===== src/rtl/sys_bus_router.sv =====
// Routes one LSU data request at a time to a memory-mapped slave selected by address region bits.
// Define BUS_TIMEOUT_EN to abort slave accesses that stall for TIMEOUT_CYCLES cycles.
module sys_bus_router #(
  parameter int unsigned N_SLAVES       = 4,
  parameter int unsigned SEL_MSB        = 31,
  parameter int unsigned SEL_LSB        = 24,
  parameter int unsigned TIMEOUT_CYCLES = 255
) (
  input  logic                     clk_i,
  input  logic                     rst_i,
  input  logic                     req_i,
  input  logic                     we_i,
  input  logic [3:0]               be_i,
  input  logic [31:0]              addr_i,
  input  logic [31:0]              wd_i,
  output logic [31:0]              rd_o,
  output logic                     ready_o,
  output logic                     err_o,
  output logic [N_SLAVES-1:0]      m_req_o,
  output logic                     m_we_o,
  output logic [3:0]               m_be_o,
  output logic [31:0]              m_addr_o,
  output logic [31:0]              m_wd_o,
  input  logic [32*N_SLAVES-1:0]   m_rd_i,
  input  logic [N_SLAVES-1:0]      m_ready_i
);

  localparam int unsigned SelW = SEL_MSB - SEL_LSB + 1;
  // Region-select bits are stripped so each slave sees a local address.
  localparam logic [31:0] SelMask = ((32'd1 << SelW) - 32'd1) << SEL_LSB;

  typedef enum logic [1:0] {StIdle, StAccess, StResp} state_e;

  state_e              r_state, w_state_nxt;
  logic [SelW-1:0]     r_sel;
  logic                r_we;
  logic [3:0]          r_be;
  logic [31:0]         r_addr;
  logic [31:0]         r_wd;
  logic [N_SLAVES-1:0] r_m_req, w_m_req_nxt;
  logic                r_ready, w_ready_nxt;
  logic                r_err, w_err_nxt;
  logic [31:0]         r_rd, w_rd_nxt;

  logic [SelW-1:0]     w_sel_in;
  logic                w_mapped;
  logic [N_SLAVES-1:0] w_onehot;
  logic                w_latch;
  logic                w_slv_ready;
  logic [31:0]         w_slv_rd;
  logic                w_timeout;

  assign w_sel_in = addr_i[SEL_MSB:SEL_LSB];
  assign w_mapped = 32'(w_sel_in) < N_SLAVES;

  always_comb begin
    w_onehot    = '0;
    w_slv_ready = 1'b0;
    w_slv_rd    = '0;
    for (int unsigned k = 0; k < N_SLAVES; k++) begin
      w_onehot[k] = (32'(w_sel_in) == k);
      if (32'(r_sel) == k) begin
        w_slv_ready = m_ready_i[k];
        w_slv_rd    = m_rd_i[32*k +: 32];
      end
    end
  end

`ifdef BUS_TIMEOUT_EN
  localparam int unsigned CntW = ($clog2(TIMEOUT_CYCLES + 1) > 8) ?
                                 $clog2(TIMEOUT_CYCLES + 1) : 8;
  logic [CntW-1:0] r_cnt;

  assign w_timeout = (r_state == StAccess) && !w_slv_ready &&
                     (r_cnt == CntW'(TIMEOUT_CYCLES - 1));

  always_ff @(posedge clk_i or posedge rst_i) begin
    if (rst_i) begin
      r_cnt <= '0;
    end else if (r_state != StAccess) begin
      r_cnt <= '0;
    end else if (!w_slv_ready) begin
      r_cnt <= r_cnt + 1'b1;
    end
  end
`else
  logic w_unused_timeout;
  assign w_unused_timeout = ^TIMEOUT_CYCLES;
  assign w_timeout        = 1'b0;
`endif

  always_comb begin
    w_state_nxt = r_state;
    w_latch     = 1'b0;
    w_m_req_nxt = '0;
    w_ready_nxt = 1'b0;
    w_err_nxt   = 1'b0;
    w_rd_nxt    = '0;
    unique case (r_state)
      StIdle: begin
        if (req_i) begin
          w_latch = 1'b1;
          if (w_mapped) begin
            w_state_nxt = StAccess;
            w_m_req_nxt = w_onehot;
          end else begin
            w_state_nxt = StResp;
            w_ready_nxt = 1'b1;
            w_err_nxt   = 1'b1;
          end
        end
      end
      StAccess: begin
        if (w_slv_ready) begin
          w_state_nxt = StResp;
          w_ready_nxt = 1'b1;
          w_rd_nxt    = r_we ? 32'd0 : w_slv_rd;
        end else if (w_timeout) begin
          w_state_nxt = StResp;
          w_ready_nxt = 1'b1;
          w_err_nxt   = 1'b1;
        end else begin
          w_m_req_nxt = r_m_req;
        end
      end
      StResp:  w_state_nxt = StIdle;
      default: w_state_nxt = StIdle;
    endcase
  end

  always_ff @(posedge clk_i or posedge rst_i) begin
    if (rst_i) begin
      r_state <= StIdle;
      r_sel   <= '0;
      r_we    <= 1'b0;
      r_be    <= '0;
      r_addr  <= '0;
      r_wd    <= '0;
      r_m_req <= '0;
      r_ready <= 1'b0;
      r_err   <= 1'b0;
      r_rd    <= '0;
    end else begin
      r_state <= w_state_nxt;
      r_m_req <= w_m_req_nxt;
      r_ready <= w_ready_nxt;
      r_err   <= w_err_nxt;
      r_rd    <= w_rd_nxt;
      if (w_latch) begin
        r_sel  <= w_sel_in;
        r_we   <= we_i;
        r_be   <= be_i;
        r_addr <= addr_i & ~SelMask;
        r_wd   <= wd_i;
      end
    end
  end

  assign rd_o     = r_rd;
  assign ready_o  = r_ready;
  assign err_o    = r_err;
  assign m_req_o  = r_m_req;
  assign m_we_o   = r_we;
  assign m_be_o   = r_be;
  assign m_addr_o = r_addr;
  assign m_wd_o   = r_wd;

endmodule


===== config.mk =====
export PLATFORM = sky130hd
export DESIGN_NAME = sys_bus_router
export DESIGN_NICKNAME = d
export VERILOG_FILES = /design/src/rtl/sys_bus_router.sv
export SDC_FILE = /design/constraint.sdc
export NUM_CORES = 1
export LEC_CHECK = 0
export CAP_MARGIN = 20
export CORE_AREA = 2 2 120 122
export CTS_BUF_LIST = sky130_fd_sc_hd__clkbuf_8
export DETAILED_ROUTE_END_ITERATION = 8
export DIE_AREA = 0 0 122 124
export GPL_TIMING_DRIVEN = 0
export MAX_ROUTING_LAYER = met4
export PLACE_DENSITY = 0.81
export SKIP_CTS_REPAIR_TIMING = 1
export SLEW_MARGIN = 20
export SYNTH_ARGS = -nofsm -noshare
export SYNTH_HDL_FRONTEND = slang
export SYNTH_SLANG_ARGS = --single-unit

===== constraint.sdc =====
create_clock -name clk_i -period 5.1 [get_ports clk_i]
set_input_delay 1.53 -clock clk_i [delete_from_list [all_inputs] [get_ports clk_i]]
set_output_delay 1.53 -clock clk_i [all_outputs]
set_load 0.01 [all_outputs]

==> results.cfg <==
[placement]
port_buffers = 302
place_area_um2 = 8560
hpwl_mm = 14.1
place_congestion = 0.842
place_ws_ns = 1.59
post-place-cells = 1040

[yosys]
async_flop_share_pct = 100
ys_seq_area_share_pct = 51.9
yosys-top-cells-count = 203 x nand2_1, 109 x dfrtp_1, 35 x inv_1
synth_seq_cells = 109
yosys.area_share.simple_pct = 25.2
ys_warn_count = 0
synth.area.top_cells = dfrtp_1 52%, nand2_1 15%, a2111oi_2 8.6%, a211oi_1 4.6%, nor2b_1 3.5%
yosysTopAreaCell = dfrtp_1
synthXorXnorAreaFrac_pct = 0
synth_flop_cell = dfrtp_1
yosysMostFrequentCell = nand2_1
muxShareOfSynthArea_pct = 0.429
postSynthCellCount = 550
synth_top_area_share_pct = 51.9
synth_top_family_by_area = simple AND/OR/NAND/NOR gates
syn_area_per_cell_um2 = 9.55
synth_cell_type_count = 33
synth_compound_area_share_pct = 14.8
synth_edf_count = 0
syn_area_um2 = 5260
synthAdderAreaFrac_pct = 0

[layout]
nNetsFinal = 1075
nFillCells = 1149
synthToLayoutAreaGrowth_pct = 66.7
drive_gt1_share_pct = 11.3
fin_area_um2 = 8760
diodes = 0
fin_cells = 1056

[critical_path]
startpoint_type = input pin
crit_path_end_kind = flop
crit_path_start = req_i
r2r_start = r_sel[0]
r2r_end = rd_o[20]
crit_path_end = m_wd_o[27]
worstPathRequired_ns = 5.43
arrival_ns = 3.45
r2r_setup_slack_ns = 3.13
reg2reg_depth = 5
path_class = input pin to flop
path_max_fanout = 10

[route]
vias = 5052
viasPerCell = 4.78
drt-initial-drc-count = 236
drc_errors = 0
firstDrtPassIters = 4
antenna_left = 0
drt-total-wl_mm = 18.1
routedWlPerCell_um = 17.1

[pwr]
p_leak_nw = 3.87
design_power_total_mw = 2.26
vdd_drop_max_mv = 0.159
power_density_nw_per_um2 = 258

[worst_hold_path]
hold_class = flop to flop

[timing]
slew_headroom_pct = 58.8
clock.fmax_ghz = 0.321
post-route-min-period_ns = 3.12
post-route-period-util_pct = 61.2
slew_viol_final = 0
setup_viol = 0
final-hold-violation-count = 0
worst_slew_pin_slew_ns = 0.617
fin_ws_ns = 1.98
fin_skew_ns = 0.0173
rsz0062_at_grt = no

[die]
fp.dieW_um = 122
std_cell_rows = 43
start_util_pct = 38.3
die_h_um = 124
core_area_um2 = 13700
fp.dieArea_um2 = 15100
ioPinCount = 311

[global_route]
grt_pass1_vias = 5101
grt_remaining_overflow = 0
grt_pass1_wl_mm = 27.5
track_usage_pct = 24.4
grt_max_degree = 65
grt_antenna_before_repair = 0

[cts]
clock_sink_count = 109
clkLatencyLatePin_ns = 0.39
cts_tree = built
cts_buffers = 9
clock-root-buffer = clkbuf_8
clk_path_buf_depth = 2
htreeDepth = 3
clk_pin_slew_ns = 0.12

[job]
drv_cap = 0

[run_status]
outcome = completed
-- worst min-delay path by stage --
stage	end	cells past startpoint	from	slack, ns
2_1_floorplan	r_sel[5]	2	r_sel[5]	0.46
3_3_place_gp	m_addr_o[12]	2	m_addr_o[12]	0.46
3_5_place_dp	m_addr_o[22]	2	m_addr_o[22]	0.46
4_1_cts	m_wd_o[31]	2	m_wd_o[31]	0.49
5_1_grt	m_be_o[1]	2	m_be_o[1]	0.50
6_report	m_wd_o[1]	2	m_wd_o[1]	0.48
-- per-layer routing --
layer	vias to the layer above	wire length, um	GRT usage, %
met5	-	0	-
met4	0	643	10.6
met3	47	1150	4.58
met2	210	8960	40.6
met1	2341	7310	28.9
li1	2454	-	-
-- sequential cells by signal, indices dropped and copies added (netlist names) --
register / count
err_o: 1
m_addr_o: 24
m_be_o: 4
m_req_o: 4
m_wd_o: 32
m_we_o: 1
r_sel: 8
r_state: 2
rd_o: 32
ready_o: 1
-- critical path, cell delays in order --
cell	delay, ns
clkdlybuf4s50_1	0.47
nor3b_1	0.53
clkbuf_1	0.44
buf_2	0.30
nand2_1	0.10
nand2_1	0.07
-- logic make-up (layout without fill, tap and decap cells) --
group,after synthesis,after routing
simple gates,283,283
flops,109,109
buf+inv,83,402
compound gates,73,73
other cells,1,8
mux,1,1
-- area by class of cell --
type,count,area (um2),share of cell area (%)
tap,180,225,2.57
sequential,109,2730,31.1
multi-input combinational,365,2160,24.6
clock inverter,6,61.3,0.700
inverter,35,136,1.56
timing repair buffer,303,3050,34.8
buffer,48,267,3.04
clock buffer,10,138,1.57
-- where the power goes --
group / internal [mW] / switching (mW)
clock network: 0.207 / 0.334
registers: 0.955 / 0.0566
logic: 0.379 / 0.332
-- layout by cell type, fill, tap and decap left out, types with 3 or more instances in the layout --
| cell | instances |
|---|---|
| a211oi_1 | 32 |
| a2111oi_2 | 30 |
| a32o_1 | 4 |
| nor2b_1 | 29 |
| nor3_2 | 11 |
| inv_1 | 34 |
| buf_2 | 20 |
| buf_6 | 3 |
| clkbuf_8 | 10 |
| and2b_1 | 3 |
| nand2_1 | 203 |
| conb_1 | 8 |
| clkdlybuf4s50_1 | 302 |
| dfrtp_1 | 109 |
| nor3_1 | 22 |
| buf_4 | 9 |
| inv_8 | 4 |
| clkbuf_1 | 14 |
-- stage by stage --
| step | utilization, % | setup TNS [ns] | hold WS, ns |
|---|---|---|---|
| detailed placement | 62.4 | 0 | 0.462 |
| floorplan | - | 0 | 0.461 |
| global placement | 62.2 | -116.71 | 0.457 |
| finish | 63.9 | 0 | 0.482 |
| global route | 63.9 | 0 | 0.504 |
| CTS | 63.9 | 0 | 0.488 |
Power figures use the tool's default switching activity.
